## src/rtl/bist_pkg.sv

```systemverilog
// Shared BIST definitions: MISR FSM state type and default feedback polynomials.
package bist_pkg;

  typedef enum logic [1:0] {
    IDLE    = 2'd0,
    COMPACT = 2'd1,
    DONE    = 2'd2
  } misr_state_t;

  // Default Galois feedback taps (bit i set: MSB is folded into stage i).
  localparam logic [7:0]  POLY8  = 8'h1D;
  localparam logic [15:0] POLY16 = 16'h1021;
  localparam logic [31:0] POLY32 = 32'h04C1_1DB7;

endpackage

```

## src/rtl/misr_core.sv

```systemverilog
// Galois signature register datapath: seed load, enable, response in, signature out.
module misr_core
  import bist_pkg::*;
#(
  parameter int unsigned      WIDTH = 8,
  parameter logic [WIDTH-1:0] POLY  = WIDTH'(POLY8),
  parameter logic [WIDTH-1:0] SEED  = '0
) (
  input  logic             clk,
  input  logic             rst,
  input  logic             load,
  input  logic             en,
  input  logic [WIDTH-1:0] z,
  output logic [WIDTH-1:0] q,
  output logic [WIDTH-1:0] q_next
);

  logic fb;

  assign fb = q[WIDTH-1];

  // Next signature: shift up, fold MSB into tapped stages, XOR in the response word.
  always_comb begin
    q_next    = '0;
    q_next[0] = (POLY[0] & fb) ^ z[0];
    for (int unsigned i = 1; i < WIDTH; i++) begin
      q_next[i] = q[i-1] ^ (POLY[i] & fb) ^ z[i];
    end
  end

  // Signature register: seed on reset or load, advance only when enabled.
  always_ff @(posedge clk) begin
    if (!rst || load) begin
      q <= SEED;
    end else if (en) begin
      q <= q_next;
    end
  end

endmodule

```

## src/rtl/misr_sig.sv

```systemverilog
// MISR with a LEN-beat compaction window and golden-signature compare.
// Optional build macro MISR_SIG_MASK_EN adds a z_mask input that zeroes
// masked response bits before they reach the signature register.
module misr_sig
  import bist_pkg::*;
#(
  parameter int unsigned      WIDTH = 8,
  parameter logic [WIDTH-1:0] POLY  = WIDTH'(POLY8),
  parameter logic [WIDTH-1:0] SEED  = '0,
  parameter int unsigned      LEN   = 16
) (
  input  logic             clk,
  input  logic             rst,
  input  logic             start,
  input  logic             z_valid,
  input  logic [WIDTH-1:0] z,
`ifdef MISR_SIG_MASK_EN
  input  logic [WIDTH-1:0] z_mask,
`endif
  input  logic [WIDTH-1:0] golden,
  output logic [WIDTH-1:0] q,
  output logic             busy,
  output logic             done,
  output logic             pass
);

  localparam int unsigned    CW   = $clog2(LEN + 1);
  localparam logic [CW-1:0] LAST = CW'(LEN - 1);

  misr_state_t      state;
  logic [CW-1:0]    cnt;
  logic [WIDTH-1:0] z_in;
  logic [WIDTH-1:0] q_next;
  logic             load;
  logic             en;

`ifdef MISR_SIG_MASK_EN
  assign z_in = z & ~z_mask;
`else
  assign z_in = z;
`endif

  // start is only honoured outside COMPACT and beats only count inside it,
  // so a simultaneous start and z_valid in IDLE/DONE discards the beat.
  assign load = start && (state != COMPACT);
  assign en   = z_valid && (state == COMPACT);

  misr_core #(
    .WIDTH (WIDTH),
    .POLY  (POLY),
    .SEED  (SEED)
  ) u_core (
    .clk    (clk),
    .rst    (rst),
    .load   (load),
    .en     (en),
    .z      (z_in),
    .q      (q),
    .q_next (q_next)
  );

  // Window control FSM with beat counter and registered status outputs.
  always_ff @(posedge clk) begin
    if (!rst) begin
      state <= IDLE;
      cnt   <= '0;
      busy  <= 1'b0;
      done  <= 1'b0;
      pass  <= 1'b0;
    end else begin
      done <= 1'b0;
      case (state)
        IDLE, DONE: begin
          if (start) begin
            state <= COMPACT;
            cnt   <= '0;
            pass  <= 1'b0;
            busy  <= 1'b1;
          end
        end
        COMPACT: begin
          if (z_valid) begin
            cnt <= cnt + CW'(1);
            if (cnt == LAST) begin
              state <= DONE;
              busy  <= 1'b0;
              done  <= 1'b1;
              pass  <= (q_next == golden);
            end
          end
        end
        default: begin
          state <= IDLE;
          busy  <= 1'b0;
        end
      endcase
    end
  end

endmodule

```

## config.mk

```make
export PLATFORM = sky130hd
export DESIGN_NAME = misr_sig
export DESIGN_NICKNAME = d
export VERILOG_FILES = /design/src/rtl/bist_pkg.sv /design/src/rtl/misr_core.sv /design/src/rtl/misr_sig.sv
export SDC_FILE = /design/constraint.sdc
export NUM_CORES = 1
export LEC_CHECK = 0
export BUFFER_PORTS_ARGS = -buffer_cell sky130_fd_sc_hd__buf_2
export CAP_MARGIN = 5
export CELL_PAD_IN_SITES_DETAIL_PLACEMENT = 1
export CELL_PAD_IN_SITES_GLOBAL_PLACEMENT = 2
export CORE_AREA = 2 2 62 64
export CTS_CLUSTER_DIAMETER = 60
export DETAILED_ROUTE_END_ITERATION = 10
export DIE_AREA = 0 0 64 66
export PLACE_DENSITY_LB_ADDON = 0.1
export SYNTH_ARGS = -nofsm -noshare
export SYNTH_HDL_FRONTEND = slang
export SYNTH_SLANG_ARGS = --single-unit
export TNS_END_PERCENT = 50
```

## constraint.sdc

```tcl
create_clock -name clk -period 2.06 [get_ports clk]
set_input_delay 0.103 -clock clk [delete_from_list [all_inputs] [get_ports clk]]
set_output_delay 0.103 -clock clk [all_outputs]
set_load 0.005 [all_outputs]
```

* Word-level counts from Yosys, hierarchy flattened
Index checks and enable logic that the tools add are counted.
** Word-level totals
- Register bits :: 18
- Bits of input ports :: 20
- Output and inout port bits :: 11
- Word-level logic and storage cells :: 53
** Operators by class
- Add/subtract/negate cells :: 1
- Equal/unequal tests :: 8
- Mux-type cells :: 16
- Bitwise gates (word level) :: 11
- Reduce and logical (&&, ||, !) cells :: 11
** Operator list (number)
- $xor A1 B1 Y1 :: 11
- $mux W5 :: 2
- $pmux W5 S2 :: 1
- $reduce_and A3 Y1 :: 3
- $eq A8 B8 Y1 :: 1
- $mux W1 :: 7
- $mux W2 :: 3
- $add A5 B1 Y5 const B :: 1
- $eq A5 B4 Y1 const B :: 1
- $ne A2 B1 Y1 const B :: 2
- $ne A2 B2 Y1 const B :: 2
- $pmux W1 S2 :: 2
- $pmux W2 S2 :: 1
- $reduce_and A4 Y1 :: 1
- $eq A2 B1 Y1 const B :: 1
- $eq A2 B2 Y1 const B :: 1
- $logic_and A1 B1 Y1 :: 2
- $logic_not A2 Y1 :: 1
- $reduce_bool A2 Y1 :: 1
- $reduce_or A2 Y1 :: 1
- $logic_not A1 Y1 :: 1
- $logic_or A1 B1 Y1 :: 1

* Logic depth before layout (Yosys ltp)
Gate-level depths: netlist (run 1).
- Word-level depth :: 6
- Mapped depth :: 7
- Depth with buffers taken out :: 7

* Modules after synthesis
A second synthesis (run 1) with hierarchy kept.
** Second synthesis, totals
- Cell total of the unflattened synthesis :: 96
- Area, all modules :: 952.2 um^2
** By module, submodules not included
- misr_sig :: instances 1, cells an instance 61, area an instance 541.8 um^2, sequential area each 200.2 um^2
- misr_core :: instances 1, cells an instance 35, area an instance 410.4 um^2, sequential area each 160.2 um^2

* Worst setup path after synthesis (run 1)
Ideal clock, no wire load.
- Path type :: register to register
- Start point :: reg cnt[0]
- End point :: reg pass
- Setup time :: 0.084 ns
- Data arrival time :: 1.721 ns
- Data required time :: 1.976 ns
- Path slack :: 0.254 ns
- Cell stages (with the launch flop) :: 8
- Buffers on the path :: 0
- Period minus slack after synthesis :: 1.806 ns
- Cell sequence :: dfxtp_1 > ha_1 > and3_1 > ha_1 > and4b_1 > and2_0 > or4b_1 > o31ai_2
** Between the ends
- Longest elaborated chain between the ends :: 3
** Ends and longest elaborated chain
- start: declaration :: line misr_sig.sv:31 : logic [CW-1:0] cnt;
- start signal: assignment :: line misr_sig.sv:83 : cnt <= cnt + CW'(1);
- $eq A5 B4 Y1 :: line misr_sig.sv:84 : if (cnt == LAST) begin
- $ne A2 B1 Y1 (no source line)
- $reduce_and A4 Y1 (no source line)
- end signal: assignment :: line misr_sig.sv:88 : pass <= (q_next == golden);
- end: declaration :: line misr_sig.sv:24 : output logic pass
Every way passes these cells.
A chain may end at the register's enable or synchronous reset.

* Worst setup path after layout (run 1)
Ends and elaborated chain as after synthesis.

==> run metrics, run 1 <==
Worst path depth 7; initial antenna violation count 0; largest net degree at the start of global routing 11; final hold vios 0; r2r endpoint pass; Yosys cell types 34; max_cap viols 0; cell mode on critical path ha_1; HPWL after DPL 1.94 mm; EDFF count, synth 0; startpoint type of the worst setup path flip-flop; root buf cell clkbuf_4; Row Count 22; chip height 66 um; Worst path max stage delay 450 ps; Gate Count Post-Synth 105; n_diodes 0; clk_lat worst skew 300 ps; routability cong. 0.693; WL per Instance 13.0 um; layout cells sized above 1 32.9%; DR DRC count 0; setup tns final 0 ps; Detailed Routing Iterations Pass 1 4; Yosys warnings 0; Yosys reg bits 18; Syn-to-layout area delta 26.5%; Layout Skew 0.974 ps; min-delay worst type input pin to flip-flop; crit-path cells ha_1, and3_1, ha_1, and4b_1, and2_1, or4b_1, o31ai_2; measured slew at the worst slew-check pin 354 ps; P per Cell Area 583 nW/um2; Final Max Tran Viols 0; final setup vio count 0; IO Port Bufs 30; Setup crit end kind flip-flop; Crit Path Class flip-flop to flip-flop; Initial Util 28.1%; Synth Flop Type dfxtp_1; Synth area leader dfxtp_1; CP max stage cell or4b_1; IO Count 31; ANT nets after route 0; syn nets 127; vias per inst 4.49; leakage power of the design 0.562 nW; first-pass GRT wire length 4.21 mm; top cells by count, synth dfxtp_1, nand2_1, xnor2_1; Die Wd 64 um; R2R depth 7; R2R Setup Slk 130 ps; Total GRT Usage 13.3%; number of global-route vias before repair 920; Required @ worst endpoint 2290 ps; die area 4220 um2; most numerous cell in the Yosys netlist dfxtp_1; CP bufs+invs 0; Critical R2R Launch cnt[0]; fin crit share 93.5%; Routed WL 2.45 mm; Post-Synthesis Cell Area 997 um2; # H-tree levels 1; CTS Buf Count 3; routed vias 845; CTS tree yes; sequential share of the synthesized area 36.1%; Core Area 3550 um2; critical path fanouts, max 3; minimum clock period 1930 ps; status complete, no violations; Final Non-Filler Cells 188; DRT iter0 DRCs 55; worst vdd ir 0.000246 V; ys async rst share 0%; Overflow after GRT 0; fin util 35.5%; CP top delay family simple AND/OR/NAND/NOR gates; max-slew headroom at the worst pin 76.3%; Mapped Avg Cell Area 9.50 um2; Fmax 0.519 GHz; Clock transition at path regs 110 ps; CP startpoint cnt[0]; # nets final 163; Area contributors post-synth dfxtp_1, xnor2_1, xnor3_2; critical path arrival 2150 ps; Yosys top cell area share 36.1%; Placed Instances 182; critical path capture point pass; Max Root-Sink Buffers 2; hold buffer count at cts 0; total clock sinks 18
## area by class of cell
type	instances	area (um2)
Clock buffer	4	36.3
Fill cell	428	2290
Inverter	2	7.51
Multi-Input combinational cell	81	607
Sequential cell	18	363
Tap cell	48	60.1
Timing Repair Buffer	35	188
## per-stage QoR
stage          power, mW  cell area, um2  hold WS [ps]  setup WS [ps]
6_report           0.735            1260           121            134
5_1_grt            0.786            1260           112          -19.5
4_1_cts            0.756            1240           105           43.4
3_5_place_dp       0.517            1210           446           87.7
3_3_place_gp       0.514            1210           437            162
2_1_floorplan      0.463             997           306            254
## what timing repair did
action	CTS	global route
gates resized for setup	0	3
setup endpoints to repair	0	1
setup buffers	0	2
## cell usage in the layout, fill, tap and decap left out, types with 2 or more instances in the layout
cell type,Yosys,routed
buf_2,0,30
dfxtp_1,18,16
nand2_1,12,12
xnor2_1,9,9
nor2_1,8,8
a21oi_1,6,6
xor2_1,6,6
a211oi_1,5,5
buf_4,0,5
o21ai_0,4,4
and2_1,2,3
nand3_1,3,3
xnor3_2,3,3
clkbuf_4,0,3
inv_1,2,2
a21boi_0,2,2
mux2i_1,2,2
nand4_1,2,2
ha_1,2,2
dfxtp_2,0,2
## state kept, by name, indices dropped and copies added (netlist names)
signal    cells
pass          1
state         2
cnt           5
u_core.q      8
busy          1
done          1
## worst min-delay path: cells and delay by family
| kind | cells | cell delay [ps] |
|---|---|---|
| buffers and inverters | 1 | 110 |
| AO/OA/AOI/OAI | 1 | 60 |
| XOR/XNOR | 1 | 110 |
## cells by family after synthesis
kind of cell,synth area share [%]
xor gates and xnor gates,24.2
buffers and inverters,3.01
and+or+nand+nor,19.8
AOI/OAI and AO/OA,12.3
DFF,36.1
muxes,2.01
adders and majority gates,2.51
## worst min-delay path by stage
| stage | from | to | slack (ps) | cells past startpoint |
|---|---|---|---|---|
| floorplan | z[7] | u_core.q[7] | 310 | 2 |
| global placement | z[7] | u_core.q[7] | 440 | 3 |
| detailed placement | z[6] | u_core.q[6] | 450 | 3 |
| CTS | z[7] | u_core.q[7] | 100 | 3 |
| global route | rst | cnt[1] | 110 | 2 |
| finish | z[7] | u_core.q[7] | 120 | 3 |
## where the power goes
part	switching, mW	internal (mW)
Combinational	0.0669	0.0729
Clock	0.119	0.108
Sequential	0.00993	0.358
## routing by layer
layer	up-vias	wire length, um	track usage, %
met5	-	0	0
met4	0	22	4.08
met3	2	118	4.77
met2	19	1200	22.9
met1	392	1110	15.4
li1	432	-	-
No activity file was read; power rests on OpenSTA's default activity.
==> run 2: changes to the inputs <==
--- a/config.mk
+++ b/config.mk
@@ -5,16 +5,17 @@
 export SDC_FILE = /design/constraint.sdc
 export NUM_CORES = 1
 export LEC_CHECK = 0
+export ABC_AREA = 1
 export BUFFER_PORTS_ARGS = -buffer_cell sky130_fd_sc_hd__buf_2
 export CAP_MARGIN = 5
 export CELL_PAD_IN_SITES_DETAIL_PLACEMENT = 1
 export CELL_PAD_IN_SITES_GLOBAL_PLACEMENT = 2
-export CORE_AREA = 2 2 62 64
+export CORE_AREA = 2 2 69 71
 export CTS_CLUSTER_DIAMETER = 60
 export DETAILED_ROUTE_END_ITERATION = 10
-export DIE_AREA = 0 0 64 66
+export DIE_AREA = 0 0 71 73
 export PLACE_DENSITY_LB_ADDON = 0.1
 export SYNTH_ARGS = -nofsm -noshare
 export SYNTH_HDL_FRONTEND = slang
 export SYNTH_SLANG_ARGS = --single-unit
-export TNS_END_PERCENT = 50
+export TNS_END_PERCENT = 30
==> run metrics, run 2 <==
status complete, no violations; Worst path max stage delay 390 ps; Yosys reg bits 18; n_diodes 0; Clock transition at path regs 80 ps; Placed Instances 255; startpoint type of the worst setup path flip-flop; IO Port Bufs 30; fin crit share 77.0%; minimum clock period 1590 ps; layout cells sized above 1 23.4%; chip height 73 um; Overflow after GRT 0; Max Root-Sink Buffers 2; Setup crit end kind flip-flop; routed vias 1,184; crit-path cells ha_1, nand2_1, nor2_1, ha_1, a21oi_1, nor2_1, nand3_1, nor2_1, nand3_1, a21oi_1; register bank with the most flops u_core.q; top cells by count, synth nand2_1, inv_1, a21oi_1, dfxtp_1, nand3_1; final setup vio count 0; Area contributors post-synth dfxtp_1, nand2_1, inv_1; HPWL after DPL 2.62 mm; first-pass GRT wire length 5.26 mm; sequential share of the synthesized area 32.8%; leakage power of the design 0.673 nW; critical path arrival 1780 ps; most numerous cell in the Yosys netlist nand2_1; Layout Skew 0.721 ps; DRT iter0 DRCs 37; commonest non-fill, non-tap cell in the layout nand2_1; Final Non-Filler Cells 259; RSZ-0062 raised after global routing false; Crit Path Class flip-flop to flip-flop; Mapped Avg Cell Area 6.39 um2; most frequent cells in the layout nand2_1, buf_2, inv_1; largest registers u_core.q: 8 flops, cnt: 5 flops, state: 2 flops; CTS resizes 0; Gate Count Post-Synth 172; DR DRC count 0; max reg flops 8; cell mode on critical path nor2_1; final hold vios 0; Routed WL 3.12 mm; WL per Instance 12.0 um; clk_lat worst skew 250 ps; Fmax 0.630 GHz; Yosys top cell area share 32.8%; Yosys warnings 0; R2R depth 10; Final Max Tran Viols 0; number of global-route vias before repair 1,213; # H-tree levels 1; vias per inst 4.57; ys async rst share 0%; CP bufs+invs 0; Synth Flop Type dfxtp_1; Detailed Routing Iterations Pass 1 3; CTS Buf Count 3; Worst Hold Depth 3; hold buffer count at cts 0; worst vdd ir 0.000209 V; Post-Synthesis Cell Area 1100 um2; Synth area leader dfxtp_1; setup tns final 0 ps; EDFF count, synth 0; Yosys cell types 24; IO Count 31; Total GRT Usage 12.9%; Required @ worst endpoint 2250 ps; Syn-to-layout area delta 23.8%; max_cap viols 0; CTS tree yes; Worst path depth 10; CP top delay family simple AND/OR/NAND/NOR gates; measured slew at the worst slew-check pin 313 ps; die area 5180 um2; Post-CTS Setup Bufs 0; total power 0.846 mW; largest net degree at the start of global routing 13; routability cong. 0.703; Initial Util 24.2%; root buf cell clkbuf_8; min-delay worst type input pin to flip-flop; hold slack 117 ps; CP max stage cell dfxtp_1; max-slew headroom at the worst pin 79.0%; Row Count 25; initial antenna violation count 0; Die Wd 71 um; Core Area 4540 um2; # nets final 228; total clock sinks 18; syn nets 194; ANT nets after route 0; P per Cell Area 622 nW/um2; critical path fanouts, max 4
==> run 2: cell count changes in the layout (fill, tap and decap cells not counted), moves of 7 or more <==
cell,previous run,this run
nand2_1,12,46
inv_1,2,29
a21oi_1,6,18
nand3_1,3,13
nand2_2,0,8
xnor2_1,9,1
o21ai_1,0,7
==> run 2: final cells by class <==
class | count | area, um2
sequential | 18 | 360
clock buffer | 4 | 55.1
fill | 602 | 3170
tap | 54 | 67.6
multi-input combinational | 120 | 604
timing repair buffer | 30 | 150
inverter | 33 | 124
==> run 2: cells by family (layout without fill, tap and decap cells) <==
kind of cell             after synthesis  in the layout  share of synthesized area [%]
adder cells (fa/ha/maj)                2              2                           2.27
XOR/XNOR                               2              2                           1.59
buffers and inverters                 34             67                           12.3
AO/OA/AOI/OAI                         30             30                           15.0
AND/OR/NAND/NOR                       86             86                           36.1
flip-flops                            18             18                           32.8
==> run 2: power breakdown <==
group	internal [mW]	leakage, nW	total (mW)	switching [mW]
Sequential	0.362	0.146	0.376	0.0143
Combinational	0.0644	0.498	0.171	0.106
Clock	0.170	0.0288	0.300	0.130
Total	0.596	0.673	0.846	0.251
==> run 2: worst paths after layout <==
kind,start,end,slack [ps]
worst max-delay path,cnt[0],pass,470
worst min-delay path,rst,state[0],120
worst max register to register,cnt[0],pass,470
worst min register to register,cnt[4],cnt[4],470
==> run 2: per-stage QoR <==
stage / cell area (um2) / worst slack, ps / util (%)
floorplan: 1100 / 696 / -
global placement: 1310 / 589 / 28.8
detailed placement: 1310 / 463 / 28.8
CTS: 1360 / 440 / 30.0
global route: 1360 / 259 / 30.0
finish: 1360 / 473 / 30.0
==> run 2: tightest hold or removal path: cells and delay by family <==
family | cells | cell delay (ps)
simple gates | 1 | 70
buf+inv | 1 | 120
compound gates | 1 | 40
==> run 2: layer usage <==
| layer | share of wire [%] | up-vias | track usage [%] |
|---|---|---|---|
| li1 | - | 608 | - |
| met1 | 47 | 560 | 15.3 |
| met2 | 50 | 14 | 23.2 |
| met3 | 2.8 | 2 | 2.35 |
| met4 | 0.67 | 0 | 4.82 |
| met5 | 0 | - | 0 |
